### src/rtl/posit_pkg.sv
// Shared posit<N,ES> definitions for the multiply datapath: default geometry,
// saturation bound, special encodings and the unpacked product record.
package posit_pkg;

  localparam int P_N       = 16;
  localparam int P_ES      = 1;
  localparam int P_FRAC_W  = 28;
  localparam int P_SCALE_W = 8;

  // Largest scale whose regime still fits in N-1 bits.
  localparam int MAXSCALE = (P_N - 2) * (2 ** P_ES);

  localparam logic [P_N-1:0] NAR    = {1'b1, {(P_N-1){1'b0}}};
  localparam logic [P_N-1:0] ZERO   = '0;
  localparam logic [P_N-1:0] MAXPOS = {1'b0, {(P_N-1){1'b1}}};
  localparam logic [P_N-1:0] MINPOS = {{(P_N-1){1'b0}}, 1'b1};

  // Unpacked product as produced by the decoder/multiplier.
  typedef struct packed {
    logic                        sign;
    logic                        zero;
    logic                        nar;
    logic signed [P_SCALE_W-1:0] scale;
    logic [P_FRAC_W-1:0]         frac;
    logic                        sticky;
  } posit_prod_t;

endpackage

### src/rtl/posit_regime_pack.sv
// Combinational regime/exponent/fraction assembly. Produces the N-1 bit
// magnitude body (pre-rounding) plus guard and sticky bits. Out-of-range
// scales are saturated here so rounding downstream never moves them.
module posit_regime_pack
  import posit_pkg::*;
#(
  parameter int N       = P_N,
  parameter int ES      = P_ES,
  parameter int FRAC_W  = P_FRAC_W,
  parameter int SCALE_W = P_SCALE_W
) (
  input  logic [SCALE_W-1:0] scale,
  input  logic [FRAC_W-1:0]  frac,
  input  logic               sticky_in,
  output logic [N-2:0]       body,
  output logic               guard,
  output logic               sticky
);

  // Seed is {regime start pair, e, frac} followed by room to shift right.
  localparam int WW      = 2 + ES + FRAC_W + N - 1;
  localparam int MAXSC_L = (N - 2) * (2 ** ES);

  logic signed [SCALE_W-1:0] k;
  logic [ES-1:0]             e;
  logic [SCALE_W-1:0]        sh;
  logic signed [WW-1:0]      seed;
  logic signed [WW-1:0]      shifted;
  logic                      sat_hi;
  logic                      sat_lo;

  // k>=0: "10" seed arithmetic-shifted by k gives k+1 ones then 0.
  // k<0 : "01" seed shifted by -k-1 (= ~k) gives -k zeros then 1.
  always_comb begin
    k       = $signed(scale) >>> ES;
    e       = scale[ES-1:0];
    sat_hi  = int'($signed(scale)) >= MAXSC_L;
    sat_lo  = int'($signed(scale)) < -MAXSC_L;
    if (k >= 0) begin
      sh   = k;
      seed = {2'b10, e, frac, {(N-1){1'b0}}};
    end else begin
      sh   = ~k;
      seed = {2'b01, e, frac, {(N-1){1'b0}}};
    end
    shifted = seed >>> sh;
    body    = shifted[WW-1 -: N-1];
    guard   = shifted[WW-N];
    sticky  = (|shifted[WW-N-1:0]) | sticky_in;
    if (sat_hi) begin
      body   = {(N-1){1'b1}};
      guard  = 1'b0;
      sticky = 1'b0;
    end else if (sat_lo) begin
      body   = {{(N-2){1'b0}}, 1'b1};
      guard  = 1'b0;
      sticky = 1'b0;
    end
  end

endmodule

### src/rtl/posit_encode_round.sv
// Output stage of the posit multiplier: packs an unpacked product into
// posit<N,ES> over a 2-stage pipeline (assembly, then round/sign/specials).
// Handshake: a transfer happens on a cycle where valid && ready are both 1;
// valid and payload are held by the sender until that cycle, and ready may
// depend on the receiving side's state and its own downstream ready.
module posit_encode_round
  import posit_pkg::*;
#(
  parameter int N       = P_N,
  parameter int ES      = P_ES,
  parameter int FRAC_W  = P_FRAC_W,
  parameter int SCALE_W = P_SCALE_W
) (
  input  logic               clk,
  input  logic               rst,
  input  logic               in_valid,
  output logic               in_ready,
  input  logic               in_sign,
  input  logic               in_zero,
  input  logic               in_nar,
  input  logic [SCALE_W-1:0] in_scale,
  input  logic [FRAC_W-1:0]  in_frac,
  input  logic               in_sticky,
  output logic               out_valid,
  input  logic               out_ready,
  output logic [N-1:0]       out_posit
);

  localparam logic [N-1:0] NAR_L    = {1'b1, {(N-1){1'b0}}};
  localparam logic [N-1:0] MAXPOS_L = {1'b0, {(N-1){1'b1}}};

  logic [N-2:0] pk_body;
  logic         pk_guard;
  logic         pk_sticky;

  logic         s1_valid;
  logic [N-2:0] s1_body;
  logic         s1_guard;
  logic         s1_sticky;
  logic         s1_sign;
  logic         s1_zero;
  logic         s1_nar;

  logic         s2_adv;
  logic         round_up;
  logic [N-1:0] mag;
  logic [N-1:0] result;

  posit_regime_pack #(
    .N(N), .ES(ES), .FRAC_W(FRAC_W), .SCALE_W(SCALE_W)
  ) u_pack (
    .scale     (in_scale),
    .frac      (in_frac),
    .sticky_in (in_sticky),
    .body      (pk_body),
    .guard     (pk_guard),
    .sticky    (pk_sticky)
  );

  assign s2_adv   = !out_valid || out_ready;
  assign in_ready = !s1_valid || s2_adv;

  // Stage 1 register: captures assembled body, round bits and flags.
  always_ff @(posedge clk or posedge rst) begin
    if (rst) begin
      s1_valid  <= 1'b0;
      s1_body   <= '0;
      s1_guard  <= 1'b0;
      s1_sticky <= 1'b0;
      s1_sign   <= 1'b0;
      s1_zero   <= 1'b0;
      s1_nar    <= 1'b0;
    end else if (in_ready) begin
      s1_valid <= in_valid;
      if (in_valid) begin
        s1_body   <= pk_body;
        s1_guard  <= pk_guard;
        s1_sticky <= pk_sticky;
        s1_sign   <= in_sign;
        s1_zero   <= in_zero;
        s1_nar    <= in_nar;
      end
    end
  end

  // Round-to-nearest-even, clamp a carry into the sign bit, then negate.
  always_comb begin
    round_up = s1_guard && (s1_body[0] || s1_sticky);
    mag      = {1'b0, s1_body} + {{(N-1){1'b0}}, round_up};
    if (mag[N-1]) mag = MAXPOS_L;
    result = s1_sign ? -mag : mag;
    if (s1_nar)       result = NAR_L;
    else if (s1_zero) result = '0;
  end

  // Stage 2 register: the output; holds while downstream stalls.
  always_ff @(posedge clk or posedge rst) begin
    if (rst) begin
      out_valid <= 1'b0;
      out_posit <= '0;
    end else if (s2_adv) begin
      out_valid <= s1_valid;
      if (s1_valid) out_posit <= result;
    end
  end

endmodule
### config.mk
export PLATFORM = sky130hd
export DESIGN_NAME = posit_encode_round
export DESIGN_NICKNAME = d
export VERILOG_FILES = /design/src/rtl/posit_pkg.sv /design/src/rtl/posit_regime_pack.sv /design/src/rtl/posit_encode_round.sv
export SDC_FILE = /design/constraint.sdc
export NUM_CORES = 1
export LEC_CHECK = 0
export ABC_AREA = 1
export ABC_CLOCK_PERIOD_IN_PS = 2290
export BUFFER_PORTS_ARGS = -buffer_cell sky130_fd_sc_hd__buf_4
export CAP_MARGIN = 20
export CORE_MARGIN = 5
export CORE_UTILIZATION = 54
export DETAILED_ROUTE_END_ITERATION = 7
export HOLD_SLACK_MARGIN = 0.05
export PLACE_DENSITY = 0.78
export SLEW_MARGIN = 15
export SYNTH_ARGS = -nofsm -noshare
export SYNTH_HDL_FRONTEND = slang
export SYNTH_SLANG_ARGS = --single-unit
### constraint.sdc
create_clock -name clk -period 2.29 [get_ports clk]
set_input_delay 0.458 -clock clk [delete_from_list [all_inputs] [get_ports clk]]
set_output_delay 0.458 -clock clk [all_outputs]
set_load 0.05 [all_outputs]
# ---- Word level (Yosys, flattened, before mapping)
# Cells that the tools add are included.
dict set report word_totals {
  ram_bits 0
  output_inout_bits 18
  input_bits 44
  mem_bits_ro 0
  latchBits 0
  mem_count 0
  word_cells 38
  regBits 38
}
dict set report classes {
  bitwise_logic 2
  order_cmp 3
  mul 0
  muxes 12
  n_reduce_logical 9
  shift 1
  div_mod_pow 0
  addsub 2
  n_eq_ne 0
}
# operator n
set op_table {}
lappend op_table {{two-way mux 16 bit} 3}
lappend op_table {{two-way mux 46 bit} 1}
lappend op_table {{>>> shifter 46 x 8 -> 46 bit} 1}
lappend op_table {{two-way mux 15 bit} 3}
lappend op_table {{OR reduction 30 bit} 1}
lappend op_table {{adder 15 x 1 -> 16 bit} 1}
lappend op_table {{negation 16 bit} 1}
lappend op_table {{greater-or-equal comparator 8 x 6 -> 1 bit (second input constant)} 1}
lappend op_table {{< comparator 8 x 6 -> 1 bit (second input constant)} 1}
lappend op_table {{two-way mux 8 bit} 1}
lappend op_table {{inverter 7 -> 8 bit} 1}
lappend op_table {{greater-or-equal comparator 7 x 1 -> 1 bit (second input constant)} 1}
lappend op_table {{two-way mux 1 bit} 4}
lappend op_table {{AND reduction 2 bit} 2}
lappend op_table {{logical OR 1 bit} 3}
lappend op_table {{logical NOT 1 bit} 2}
lappend op_table {{logical AND 1 bit} 1}
lappend op_table {{OR 1 bit} 1}

# ---- Logic depth before layout (Yosys ltp)
dict set report logic_depth {
  word_depth 8
  depth_mapped 22
  ltp_nobuf 20
}

# ---- Cells and area by module
# A second synthesis with hierarchy kept.
dict set report unflattened {
  hier_cells 851
  hier_area_um2 4810.9
}
# module n_inst seq_area_each_um2 cells_each area_per_inst_um2
set modules_own_cells {}
lappend modules_own_cells {posit_encode_round 1 950.9 334 2406.1}
lappend modules_own_cells {posit_regime_pack 1 0.0 517 2404.8}

# ---- Worst setup path before layout
# Ideal clock, no wire load.
dict set report synth_timing {
  kind {register to register}
  start {register out_valid}
  end {register s1_body[1]}
  setup_time_ps 84
  path_buffers 1
  path_stages_with_launch 8
  period_less_slack_ps 2391
  setup_slack_ps -101
  required_ps 2206
  t_arrival_ps 2307
  path_cell_list {dfrtp_1 nand3_1 nand2_1 clkinv_1 nand2_1 clkbuf_1 o21ai_0 o21ai_0}
}
dict set report synth_between {
  elab_chain_len 4
}
# item line_no
set synth_rtl {}
lappend synth_rtl {{from (decl)} posit_encode_round.sv:24} ;# output logic out_valid,
lappend synth_rtl {{from (signal assigned)} posit_encode_round.sv:102} ;# out_valid <= s1_valid;
lappend synth_rtl {{logical NOT 1 bit} posit_encode_round.sv:60} ;# assign s2_adv = !out_valid || out_ready;
lappend synth_rtl {{logical OR 1 bit} posit_encode_round.sv:60}
lappend synth_rtl {{logical OR 1 bit} posit_encode_round.sv:61} ;# assign in_ready = !s1_valid || s2_adv;
lappend synth_rtl {{net in_ready} posit_encode_round.sv:17} ;# output logic in_ready,
lappend synth_rtl {{AND reduction 2 bit (no source line)} -}
lappend synth_rtl {{to (signal assigned)} posit_encode_round.sv:76} ;# s1_body <= pk_body;
lappend synth_rtl {{to (decl)} posit_encode_round.sv:37} ;# logic [N-2:0] s1_body;
# The timed path passes the listed nets, and every way through them passes these cells.
# A chain may end at the register's enable or synchronous reset.

# ---- Final worst setup path
dict set report layout_timing {
  start {register s1_sticky}
  end {register out_posit[6]}
}
dict set report layout_between {
  elab_chain_len 8
}
# item line_no
set layout_rtl {}
lappend layout_rtl {{from (decl)} posit_encode_round.sv:39} ;# logic s1_sticky;
lappend layout_rtl {{from (signal assigned)} posit_encode_round.sv:78} ;# s1_sticky <= pk_sticky;
lappend layout_rtl {{logical OR 1 bit (*)} posit_encode_round.sv:88} ;# round_up = s1_guard && (s1_body[0] || s1_sticky);
lappend layout_rtl {{logical AND 1 bit (*)} posit_encode_round.sv:88}
lappend layout_rtl {{adder 15 x 1 -> 16 bit (*)} posit_encode_round.sv:89} ;# mag = {1'b0, s1_body} + {{(N-1){1'b0}}, round_up};
lappend layout_rtl {{two-way mux 15 bit (*)} posit_encode_round.sv:90} ;# if (mag[N-1]) mag = MAXPOS_L;
lappend layout_rtl {{negation 16 bit} posit_encode_round.sv:91} ;# result = s1_sign ? -mag : mag;
lappend layout_rtl {{two-way mux 16 bit (*)} posit_encode_round.sv:91}
lappend layout_rtl {{two-way mux 16 bit (*)} posit_encode_round.sv:93} ;# else if (s1_zero) result = '0;
lappend layout_rtl {{two-way mux 16 bit (*)} posit_encode_round.sv:92} ;# if (s1_nar) result = NAR_L;
lappend layout_rtl {{to (signal assigned)} posit_encode_round.sv:103} ;# if (s1_valid) out_posit <= result;
lappend layout_rtl {{to (decl)} posit_encode_round.sv:26} ;# output logic [N-1:0] out_posit
# Every way passes the cells marked *; elsewhere a longest branch is shown, timed or not.

==> out/qor.txt <==
Layout cells sized above 1 - 0.271
DIE WIDTH - 103 µm
WHS - 288 ps
Max-Cap Viols - 0
Worst-path clk slew - 70 ps
Buf/Inv on CP - 2
Detailed Place HPWL - 11.1 mm
First-pass GRT wire length - 23.1 mm
DIE AREA - 10500 µm²
Total GRT Usage - 0.263
Placement Setup Slack - -233 ps
Wirelength, routed - 14.2 mm
Post-Syn Area per Cell - 5.94 µm²
Synthesized Nets - 830
Unrepaired setup endpoints after global routing - yes
Crit Path Class - reg -> reg
Fin worst setup slack - -199 ps
Finished Core Util - 0.746
Delay-heaviest family, CP - simple AND/OR/NAND/NOR gates
Fin area - 6190 µm²
Layout Nets - 963
Commonest non-fill, non-tap cell in the layout - nand2_1
Clk_lat worst skew - 290 ps
Measured slew at the worst slew-check pin - 576 ps
Ranking of synthesized cells by area - dfrtp_1 21%, nand2_1 19%, nand3_1 19%
Post-synth top area share - 0.205
Fill cells - 680
Final setup viols - 11
WP data required - 2470 ps
P_leak - 3.27 nW
Slowest stage cell, crit path - dfrtp_1
Async SR Flop Fraction - 1.00
TNS Setup - -1200 ps
Fin. max-slew vios - 0
Placed inst area - 5740 µm²
Mapped Cells - 780
Initial Util - 0.558
Die Height - 103 µm
Count of clock tree sinks - 38
Wire per inst - 13.9 µm
Ys flop type - dfrtp_1
Routed via count - 5633
Most frequent CP cell - nor2_4
Critical Path Start Type - flop
CP arrival - 2670 ps
Post-cts hold buffer count - 0
Mux contribution to synthesized area - 0
Row cnt - 33
Min Clock Period, post-route - 2490 ps
DR pass1 iterations - 5
Seq cells post-synth - 38
Number of synthesis warnings - 0
Crit. End Element - flop
Part of the cycle the worst path needs - 1.09
Adder-Cell Fraction of Synth Area - 0.0162
Rel. slew slack - 0.616
PwrDens - 577 nW/µm²
Failing checks - setup timing
Synth Area in Compound Gates - 0.0924
Vias/cell - 5.53
Largest net degree at the start of global routing - 39
Antenna viol nets, final - 0
CP peak stage delay - 380 ps
Cell taking the most area after synthesis - dfrtp_1
Layout Cells excl Fill - 1019
Clock root buffer - clkbuf_8
Critical path fanouts, max - 6
Placed Cells - 1000
Mapped Area - 4630 µm²
Main combinational cell family by area after synthesis - simple AND/OR/NAND/NOR gates
Boundary Pins - 62
Area Overhead vs Synth - 33.7%
Number of synthesized flops with an enable pin - 0
Outcome - finished with violations
Flop-to-flop setup slack - -200 ps
Core area - 8300 µm²
Most frequent cells in the layout - 230 x nand2_1, 167 x nand3_1, 144 x buf_4
FMAX - 402 MHz
Cell variety after synth - 44
CTS Buf Count - 5
H-tree Lvls - 2
Post-route DRC - 0
Post-synthesis sequential area ratio - 0.205
Synth Area in Simple Gates - 0.543
Final Skew - 5.28 ps
CTS tree - yes
Number of global-route vias before repair - 5246
DR iter-0 viols - 394
Total gr overflow - 0
Cell Chain, Critical Path - nor2_1 -> nor2_1 -> ha_2 -> nand3_4 -> nor2_4 -> nand3_4 -> nor2_4 -> buf_6 -> nor2_4 -> ha_4 -> nand3_2 -> nor3_4 -> buf_4 -> nand3b_1 -> a32o_1
Final Hold Viols - 0
Initial antenna violation count - 0
XOR/XNOR Fraction of Synth Area - 0.0189
Diode count - 0
Final GP Congestion - 1.02
Max clock buf depth - 2
Worst hold path class - in -> async
Total chip power - 3.57 mW
Input/output buffers - 61
VDD IR max - 0.365 mV
cell type report:
cell class              instances  area, µm²  area share
multi-input cells             630       3320       0.536
repair buffers                160       1390       0.224
flip-flops and latches         38        951       0.154
inverters                      78        308      0.0497
well taps                     105        131      0.0212
clock buffers                   6       82.6      0.0133
clock inverters                 2       12.5     0.00202
flip-flops by register name, summed over array words and instances, names as in the netlist:
signal,count
out_valid,1
s1_sticky,1
s1_zero,1
s1_valid,1
s1_body,15
s1_guard,1
s1_sign,1
s1_nar,1
out_posit,16
worst register-to-register path, delay by kind of cell (launching register included):
family	cells	cell delay, ps
AND/OR/NAND/NOR	10	1000
adder cells (fa/ha/maj)	2	410
flip-flops	1	380
buffers and inverters	2	300
AO/OA/AOI/OAI	1	280
per-layer routing:
metal,part of all wire,global-route usage
met1,0.42,0.333
met4,0.017,0.0585
met5,0,0
met3,0.054,0.0230
met2,0.51,0.482
path summary, 6_finish.rpt:
| path | start | to | depth (start not counted) |
|---|---|---|---|
| hold reg to reg | out_posit[11] | out_posit[11] | 2 |
| min in group clk | in_zero | s1_zero | 3 |
| setup reg to reg | s1_sticky | out_posit[6] | 15 |
| max in group asynchronous | rst | s1_sticky | 3 |
| hold / removal | rst | out_posit[2] | 3 |
| setup / recovery | s1_sticky | out_posit[6] | 15 |
cell usage after synthesis (3+ instances only):
cell type and n:
xor2_1 7, clkinv_1 3, clkbuf_1 7, nand2_4 5, nand2_2 3, a21oi_1 24, inv_1 68, buf_6 7
nor2_2 8, buf_2 14, o21ai_0 40, buf_12 4, nor3_1 9, ha_1 6, nor2_1 61, nand3_1 173
nand4_1 5, nand2_1 237, or2_2 3, xnor2_1 3, dfrtp_1 38, inv_2 5, o21ai_1 7, nand3b_1 4
nand3_2 14
what timing repair did:
item,4_1_cts,5_1_grt
buffers inserted,4,5
pin swaps,14,14
endpoints found under the setup margin,13,18
cloned,0,3
resized for setup,20,37
cells by family after synthesis:
family,count (synthesis)
flops,38
compound gates,80
simple gates,534
xor+xnor,10
buf+inv,112
fa+ha+maj,6
power breakdown:
part | total, mW | switching, mW | internal [mW]
clock | 0.485 | 0.242 | 0.242
combinational | 2.15 | 1.31 | 0.834
sequential | 0.941 | 0.121 | 0.820
total | 3.57 | 1.68 | 1.90
(Power assumes the default switching activity.)
